--- config.mk ---
export PLATFORM = sky130hd
export DESIGN_NAME = data_mem_ctrl_flat
export DESIGN_NICKNAME = d
export VERILOG_FILES = /design/src/rtl/data_mem_ctrl_if.sv /design/src/rtl/data_mem_ctrl.sv /design/src/flat_wrapper.sv
export SDC_FILE = /design/constraint.sdc
export NUM_CORES = 1
export LEC_CHECK = 0
export CAP_MARGIN = 20
export CORE_UTILIZATION = 40
export DETAILED_ROUTE_END_ITERATION = 10
export HOLD_SLACK_MARGIN = 0.05
export PLACE_DENSITY = 0.76
export SETUP_SLACK_MARGIN = 0.02
export SLEW_MARGIN = 30
export SYNTH_ARGS = -nofsm -noshare
export SYNTH_HDL_FRONTEND = slang
export SYNTH_SLANG_ARGS = --single-unit
--- constraint.sdc ---
create_clock -name Clk -period 1.75 [get_ports Clk]
set_input_delay 0.175 -clock Clk [delete_from_list [all_inputs] [get_ports Clk]]
set_output_delay 0.175 -clock Clk [all_outputs]
set_load 0.005 [all_outputs]
--- src/rtl/data_mem_ctrl_if.sv ---
// Core-side and memory-side handshake bundle for data_mem_ctrl.
// The controller takes core_slave and mem_master; the execute stage and the memory take the opposite modports.
interface data_mem_ctrl_if #(
  parameter int ADDR_WIDTH = 32
);
  logic                  Req_Valid;
  logic                  Req_Ready;
  logic                  Req_Write;
  logic [2:0]            Req_Op;
  logic [ADDR_WIDTH-1:0] Req_Addr;
  logic [31:0]           Req_Wdata;
  logic                  Rsp_Valid;
  logic                  Rsp_Err;

  logic                  Mem_Req;
  logic                  Mem_We;
  logic [3:0]            Mem_Be;
  logic [ADDR_WIDTH-1:0] Mem_Addr;
  logic [31:0]           Mem_Wdata;
  logic                  Mem_Gnt;
  logic                  Mem_Rvalid;
  logic [31:0]           Mem_Rdata;

  modport core_master (
    output Req_Valid, Req_Write, Req_Op, Req_Addr, Req_Wdata,
    input  Req_Ready, Rsp_Valid, Rsp_Err
  );
  modport core_slave (
    input  Req_Valid, Req_Write, Req_Op, Req_Addr, Req_Wdata,
    output Req_Ready, Rsp_Valid, Rsp_Err
  );
  modport mem_master (
    output Mem_Req, Mem_We, Mem_Be, Mem_Addr, Mem_Wdata,
    input  Mem_Gnt, Mem_Rvalid, Mem_Rdata
  );
  modport mem_slave (
    input  Mem_Req, Mem_We, Mem_Be, Mem_Addr, Mem_Wdata,
    output Mem_Gnt, Mem_Rvalid, Mem_Rdata
  );
endinterface

--- src/rtl/data_mem_ctrl.sv ---
// Load/store controller: one access in flight, 3-cycle best case (accept, request, response, Rsp_Valid), +1 per stall.
// Backpressure: Req_Ready only in IDLE; Mem_Req held until Mem_Gnt; response wait bounded by TIMEOUT.
module data_mem_ctrl #(
  parameter int ADDR_WIDTH = 32,
  parameter int TIMEOUT    = 255
) (
  input  logic              Clk,
  input  logic              Rst_N,
  data_mem_ctrl_if.core_slave core,
  data_mem_ctrl_if.mem_master mem,
  output logic [2:0]        Lw_Sw_OP,
  output logic [1:0]        Byte_Loc,
  output logic [31:0]       Data_Mem_Read
);

  localparam int CW = $clog2(TIMEOUT + 1);

  typedef enum logic [1:0] {IDLE, ISSUE, WAIT, RESP} state_t;

  state_t                state_q, state_d;
  logic [CW-1:0]         cnt_q, cnt_d;
  logic                  mem_req_q, mem_req_d;
  logic                  mem_we_q, mem_we_d;
  logic [3:0]            mem_be_q, mem_be_d;
  logic [ADDR_WIDTH-1:0] mem_addr_q, mem_addr_d;
  logic [31:0]           mem_wdata_q, mem_wdata_d;
  logic                  rsp_valid_q, rsp_valid_d;
  logic                  rsp_err_q, rsp_err_d;
  logic [2:0]            op_q, op_d;
  logic [1:0]            byte_loc_q, byte_loc_d;
  logic [31:0]           rdata_q, rdata_d;

  logic                  legal;
  logic [3:0]            be_fmt;
  logic [31:0]           wdata_fmt;
  logic [CW-1:0]         cnt_inc;

  // Alignment / op legality of the request currently presented
  always_comb begin
    legal = 1'b0;
    if (core.Req_Write) begin
      case (core.Req_Op)
        3'd0:    legal = 1'b1;
        3'd1:    legal = ~core.Req_Addr[0];
        3'd2:    legal = (core.Req_Addr[1:0] == 2'b00);
        default: legal = 1'b0;
      endcase
    end else begin
      case (core.Req_Op)
        3'd0, 3'd3: legal = 1'b1;
        3'd1, 3'd4: legal = ~core.Req_Addr[0];
        3'd2:       legal = (core.Req_Addr[1:0] == 2'b00);
        default:    legal = 1'b0;
      endcase
    end
  end

  always_comb begin
    be_fmt    = 4'hF;
    wdata_fmt = '0;
    if (core.Req_Write) begin
      case (core.Req_Op)
        3'd0: begin
          be_fmt    = 4'b0001 << core.Req_Addr[1:0];
          wdata_fmt = {4{core.Req_Wdata[7:0]}};
        end
        3'd1: begin
          be_fmt    = core.Req_Addr[1] ? 4'b1100 : 4'b0011;
          wdata_fmt = {2{core.Req_Wdata[15:0]}};
        end
        default: begin
          be_fmt    = 4'hF;
          wdata_fmt = core.Req_Wdata;
        end
      endcase
    end
  end

  assign cnt_inc = cnt_q + 1'b1;

  always_comb begin
    state_d     = state_q;
    cnt_d       = cnt_q;
    mem_req_d   = mem_req_q;
    mem_we_d    = mem_we_q;
    mem_be_d    = mem_be_q;
    mem_addr_d  = mem_addr_q;
    mem_wdata_d = mem_wdata_q;
    rsp_valid_d = 1'b0;
    rsp_err_d   = 1'b0;
    op_d        = op_q;
    byte_loc_d  = byte_loc_q;
    rdata_d     = rdata_q;
    case (state_q)
      IDLE: begin
        if (core.Req_Valid) begin
          op_d       = core.Req_Op;
          byte_loc_d = core.Req_Addr[1:0];
          if (legal) begin
            state_d     = ISSUE;
            mem_req_d   = 1'b1;
            mem_we_d    = core.Req_Write;
            mem_be_d    = be_fmt;
            mem_addr_d  = {core.Req_Addr[ADDR_WIDTH-1:2], 2'b00};
            mem_wdata_d = wdata_fmt;
          end else begin
            state_d     = RESP;
            rsp_valid_d = 1'b1;
            rsp_err_d   = 1'b1;
          end
        end
      end
      ISSUE: begin
        if (mem.Mem_Gnt) begin
          state_d   = WAIT;
          mem_req_d = 1'b0;
          cnt_d     = '0;
        end
      end
      WAIT: begin
        cnt_d = cnt_inc;
        // A response arriving on the last allowed cycle wins over the timeout
        if (mem.Mem_Rvalid) begin
          state_d     = RESP;
          rsp_valid_d = 1'b1;
          if (!mem_we_q) rdata_d = mem.Mem_Rdata;
        end else if (cnt_inc == CW'(TIMEOUT)) begin
          state_d     = RESP;
          rsp_valid_d = 1'b1;
          rsp_err_d   = 1'b1;
        end
      end
      RESP: begin
        state_d = IDLE;
      end
      default: state_d = IDLE;
    endcase
  end

  always_ff @(posedge Clk or negedge Rst_N) begin
    if (!Rst_N) state_q <= IDLE;
    else        state_q <= state_d;
  end

  always_ff @(posedge Clk or negedge Rst_N) begin
    if (!Rst_N) begin
      cnt_q       <= '0;
      mem_req_q   <= 1'b0;
      mem_we_q    <= 1'b0;
      mem_be_q    <= '0;
      mem_addr_q  <= '0;
      mem_wdata_q <= '0;
      rsp_valid_q <= 1'b0;
      rsp_err_q   <= 1'b0;
      op_q        <= '0;
      byte_loc_q  <= '0;
      rdata_q     <= '0;
    end else begin
      cnt_q       <= cnt_d;
      mem_req_q   <= mem_req_d;
      mem_we_q    <= mem_we_d;
      mem_be_q    <= mem_be_d;
      mem_addr_q  <= mem_addr_d;
      mem_wdata_q <= mem_wdata_d;
      rsp_valid_q <= rsp_valid_d;
      rsp_err_q   <= rsp_err_d;
      op_q        <= op_d;
      byte_loc_q  <= byte_loc_d;
      rdata_q     <= rdata_d;
    end
  end

  assign core.Req_Ready = (state_q == IDLE);
  assign core.Rsp_Valid = rsp_valid_q;
  assign core.Rsp_Err   = rsp_err_q;
  assign mem.Mem_Req    = mem_req_q;
  assign mem.Mem_We     = mem_we_q;
  assign mem.Mem_Be     = mem_be_q;
  assign mem.Mem_Addr   = mem_addr_q;
  assign mem.Mem_Wdata  = mem_wdata_q;
  assign Lw_Sw_OP       = op_q;
  assign Byte_Loc       = byte_loc_q;
  assign Data_Mem_Read  = rdata_q;

endmodule

--- src/flat_wrapper.sv ---
// flat-port wrapper written by rule: the top's interface ports become plain ports
module data_mem_ctrl_flat 
#(
  parameter int ADDR_WIDTH = 32,
  parameter int TIMEOUT    = 255
)
  (Clk, Rst_N, Lw_Sw_OP, Byte_Loc, Data_Mem_Read, core_Req_Valid, core_Req_Write, core_Req_Op, core_Req_Addr, core_Req_Wdata, core_Req_Ready, core_Rsp_Valid, core_Rsp_Err, mem_Mem_Req, mem_Mem_We, mem_Mem_Be, mem_Mem_Addr, mem_Mem_Wdata, mem_Mem_Gnt, mem_Mem_Rvalid, mem_Mem_Rdata);
  data_mem_ctrl_if #(.ADDR_WIDTH(ADDR_WIDTH)) core_i ();
  data_mem_ctrl_if #(.ADDR_WIDTH(ADDR_WIDTH)) mem_i ();
  input  logic Clk;
  input  logic Rst_N;
  output logic [2:0] Lw_Sw_OP;
  output logic [1:0] Byte_Loc;
  output logic [31:0] Data_Mem_Read;
  input wire logic [$bits(core_i.Req_Valid)-1:0] core_Req_Valid;
  input wire logic [$bits(core_i.Req_Write)-1:0] core_Req_Write;
  input wire logic [$bits(core_i.Req_Op)-1:0] core_Req_Op;
  input wire logic [$bits(core_i.Req_Addr)-1:0] core_Req_Addr;
  input wire logic [$bits(core_i.Req_Wdata)-1:0] core_Req_Wdata;
  output wire logic [$bits(core_i.Req_Ready)-1:0] core_Req_Ready;
  output wire logic [$bits(core_i.Rsp_Valid)-1:0] core_Rsp_Valid;
  output wire logic [$bits(core_i.Rsp_Err)-1:0] core_Rsp_Err;
  output wire logic [$bits(mem_i.Mem_Req)-1:0] mem_Mem_Req;
  output wire logic [$bits(mem_i.Mem_We)-1:0] mem_Mem_We;
  output wire logic [$bits(mem_i.Mem_Be)-1:0] mem_Mem_Be;
  output wire logic [$bits(mem_i.Mem_Addr)-1:0] mem_Mem_Addr;
  output wire logic [$bits(mem_i.Mem_Wdata)-1:0] mem_Mem_Wdata;
  input wire logic [$bits(mem_i.Mem_Gnt)-1:0] mem_Mem_Gnt;
  input wire logic [$bits(mem_i.Mem_Rvalid)-1:0] mem_Mem_Rvalid;
  input wire logic [$bits(mem_i.Mem_Rdata)-1:0] mem_Mem_Rdata;
  assign core_i.Req_Valid = core_Req_Valid;
  assign core_i.Req_Write = core_Req_Write;
  assign core_i.Req_Op = core_Req_Op;
  assign core_i.Req_Addr = core_Req_Addr;
  assign core_i.Req_Wdata = core_Req_Wdata;
  assign core_Req_Ready = core_i.Req_Ready;
  assign core_Rsp_Valid = core_i.Rsp_Valid;
  assign core_Rsp_Err = core_i.Rsp_Err;
  assign mem_Mem_Req = mem_i.Mem_Req;
  assign mem_Mem_We = mem_i.Mem_We;
  assign mem_Mem_Be = mem_i.Mem_Be;
  assign mem_Mem_Addr = mem_i.Mem_Addr;
  assign mem_Mem_Wdata = mem_i.Mem_Wdata;
  assign mem_i.Mem_Gnt = mem_Mem_Gnt;
  assign mem_i.Mem_Rvalid = mem_Mem_Rvalid;
  assign mem_i.Mem_Rdata = mem_Mem_Rdata;
  data_mem_ctrl #(.ADDR_WIDTH(ADDR_WIDTH), .TIMEOUT(TIMEOUT)) u_core (.Clk(Clk), .Rst_N(Rst_N), .core(core_i), .mem(mem_i), .Lw_Sw_OP(Lw_Sw_OP), .Byte_Loc(Byte_Loc), .Data_Mem_Read(Data_Mem_Read));
endmodule
==> impl_metrics.env <==
export IMPL_die_area_sq_mm=0.0142
export IMPL_worstReg2RegEnd="u_core.core.Rsp_Valid"
export IMPL_r2r_slack_ps=30
export IMPL_synth_distinct_cells=52
export IMPL_skew_ps=3.77
export IMPL_synthFlopType="dfrtp_1"
export IMPL_synth_top_area_share_pct=53.2
export IMPL_core_area_sq_mm=0.0133
export IMPL_syn_area_per_cell_sq_um=11.4
export IMPL_dpl_worst_slack_ps=-351
export IMPL_cts_clk_slew_worst_paths_ps=50
export IMPL_register_area_sq_mm=0.00293
export IMPL_synthAdderAreaFrac_pct=1.14
export IMPL_ys_seq_elements=117
export IMPL_synth_area_leaders="dfrtp_1 53%, mux2_2 17%, o21ai_0 4.3%"
export IMPL_yosysTopAreaCell="dfrtp_1"
export IMPL_synthSimpleGateAreaFrac_pct=9.12
export IMPL_hold_violations=0
export IMPL_cpMaxStageDelayCell="dfrtp_1"
export IMPL_synth_most_common_cell="dfrtp_1"
export IMPL_slew_violations=0
export IMPL_fill_cells=1009
export IMPL_via_per_inst=5.14
export IMPL_p_leak_nw=3.74
export IMPL_area_growth_pct=61.4
export IMPL_synth_commonest_cells="117 x dfrtp_1, 83 x mux2_2, 56 x nand2_1, 47 x o21ai_0, 21 x clkbuf_1"
export IMPL_place_congestion=0.858
export IMPL_final_nets=838
export IMPL_drc=0
export IMPL_io_buffers=212
export IMPL_grt_overflow=0
export IMPL_final_setup_worst_slack_ps=32.5
export IMPL_crit_chain="buf_6 -> buf_4 -> buf_4 -> a21boi_0 -> a21oi_1 -> o21ai_1 -> a21oi_1 -> o21ai_1"
export IMPL_utilization_pct=66.5
export IMPL_yosysSeqAreaShare_pct=53.2
export IMPL_detail_route_wl_per_cell_microns=17.7
export IMPL_reg2reg_depth=8
export IMPL_period_share_pct=98.1
export IMPL_path_class="register to register"
export IMPL_endpoint_kind="register"
export IMPL_vias=4711
export IMPL_grt_pass1_wl_microns=25000
export IMPL_htreeDepth=4
export IMPL_setup_viol=0
export IMPL_hold_depth=2
export IMPL_dp_hpwl_microns=11400
export IMPL_crit_fanout=6
export IMPL_clk_latency_ps=410
export IMPL_synth_cells=482
export IMPL_outcome="finished clean"
export IMPL_max_cap_violations=0
export IMPL_rows=42
export IMPL_ant_nets=0
export IMPL_ys_warn_count=0
export IMPL_finalWorstPathRequiredPeriod_ps=1720
export IMPL_grtUsageTotal_pct=22.9
export IMPL_antenna_found_initial=0
export IMPL_routed_wl_microns=16200
export IMPL_grt_pass1_vias=4832
export IMPL_synth_xor_area_share_pct=0.159
export IMPL_cts_buffers=17
export IMPL_rsz0062_at_grt="yes"
export IMPL_die_w_microns=119
export IMPL_power_density_mw_per_mm2=1640
export IMPL_dr_pass1_iters=5
export IMPL_min_to="u_core.Lw_Sw_OP[0]"
export IMPL_n_antenna_cell=0
export IMPL_min_delay_start="core_Req_Op[0]"
export IMPL_synth_edff_count=0
export IMPL_hold_slack_ps=186
export IMPL_cts_tree="done"
export IMPL_slowest_delay_ps=410
export IMPL_critPathLaunchType="register"
export IMPL_drt_iter0_markers=200
export IMPL_fp_dieH_microns=119
export IMPL_clk_path_buf_depth=2
export IMPL_peakVddDrop_v=0.000802
export IMPL_drive_gt1_share_pct=25.5
export IMPL_syn_area_sq_mm=0.00550
export IMPL_critPathBufInv=3
export IMPL_arrival_ps=2050
export IMPL_cts_root_buf="clkbuf_16"
export IMPL_max_freq_mhz=582
export IMPL_multi_input_area_sq_mm=0.00245
export IMPL_clkSinkCount=117
export IMPL_reg2reg_from="u_core.cnt_q[0]"
export IMPL_grt_max_degree=54
export IMPL_crit_family="compound AO/OA/AOI/OAI gates"
export IMPL_start_util_pct=41.2
export IMPL_boundaryPins=215
export IMPL_synthMuxAreaShare_pct=19.1
export IMPL_synth_top_family_by_area="multiplexers"
export IMPL_hold_path_class="input pin to register"
export IMPL_power_total_mw=14.5
export IMPL_async_flop_share_pct=100
export IMPL_synth_compound_area_share_pct=13.3
export IMPL_required_ps=2080
stage by stage:
step	std cells	setup TNS, ps	cell area [sq um]
after floorplan	483	0	5510
after global placement	874	-18290	8030
after detailed placement	874	-21290	8030
after CTS	907	0	8660
after global routing	917	-39.5	8880
final	917	0	8880
layout make-up:
class / instances / share of cell area, %
Tap cell: 176 / 2.48
Timing Repair Buffer: 264 / 29.6
Multi-Input combinational cell: 319 / 27.6
Inverter: 9 / 0.381
Clock buffer: 21 / 5.30
Clock inverter: 11 / 1.68
Sequential cell: 117 / 33.0
cells by family (layout without fill, tap and decap cells):
family	count (synthesis)	count (layout)
buf+inv	47	305
mux	94	94
fa+ha+maj	5	5
other cells	1	2
xor+xnor	1	1
compound gates	114	114
flops	117	117
simple gates	103	103
layout by cell type, fill, tap and decap left out, drive strengths merged, types with 2 or more instances in the layout:
cell,synthesis,final
clkdlybuf4s50,0,209
dfrtp,117,117
mux2,87,87
nand2,56,56
o21ai,54,54
buf,17,50
clkbuf,21,23
a21boi,18,18
a21oi,10,10
nand3b,10,10
inv,9,10
o31ai,8,8
mux2i,7,7
nor2,7,7
nor3,6,6
o211ai,5,5
nand3,5,5
nor2b,5,5
ha,5,5
a21o,4,4
clkinv,0,4
bufinv,0,3
clkinvlp,0,3
nand2b,3,3
and3b,2,2
or3,2,2
a32oi,2,2
o221ai,2,2
conb,1,2
or2,2,2
o31a,2,2
report_power, final:
group	internal, mW	switching [mW]
combinational	3.93	2.19
sequential	4.01	0.774
clock	2.35	1.25
worst max-delay path by stage:
stage	from	end	depth (start not counted)
2_1_floorplan	u_core.state_q[0]	u_core.Data_Mem_Read[0]	6
3_3_place_gp	core_Req_Op[0]	u_core.mem.Mem_Addr[14]	7
3_5_place_dp	core_Req_Op[0]	u_core.mem.Mem_Wdata[17]	7
4_1_cts	u_core.cnt_q[3]	u_core.core.Rsp_Valid	6
5_1_grt	u_core.cnt_q[0]	u_core.core.Rsp_Valid	8
6_report	u_core.cnt_q[0]	u_core.core.Rsp_Valid	8
state kept, by name (all words and copies together), names as in the netlist:
signal and cells:
u_core.cnt_q 8, u_core.mem.Mem_We 1, u_core.core.Rsp_Valid 1, u_core.Byte_Loc 2, u_core.mem.Mem_Req 1, u_core.Lw_Sw_OP 3
u_core.core.Rsp_Err 1, u_core.Data_Mem_Read 32, u_core.mem.Mem_Wdata 32, u_core.state_q 2, u_core.mem.Mem_Addr 30, u_core.mem.Mem_Be 4
layer usage:
metal | share of wire, % | track usage [%] | up-vias
met5 | 0 | 0 | -
met3 | 7.1 | 6.80 | 31
met1 | 40 | 27.0 | 2302
li1 | - | - | 2192
met2 | 50 | 38.3 | 186
met4 | 2.7 | 10.2 | 0
timing repair:
action                                  in CTS  in global routing
gates cloned                                 0                  3
pin swaps                                    0                  6
buffers inserted                             0                  7
endpoints found under the setup margin       3                 51
hold endpoints to repair                    29                  0
gates resized for setup                      5                 22
hold buffers                                 1                  0
(Power assumes the default switching activity.)
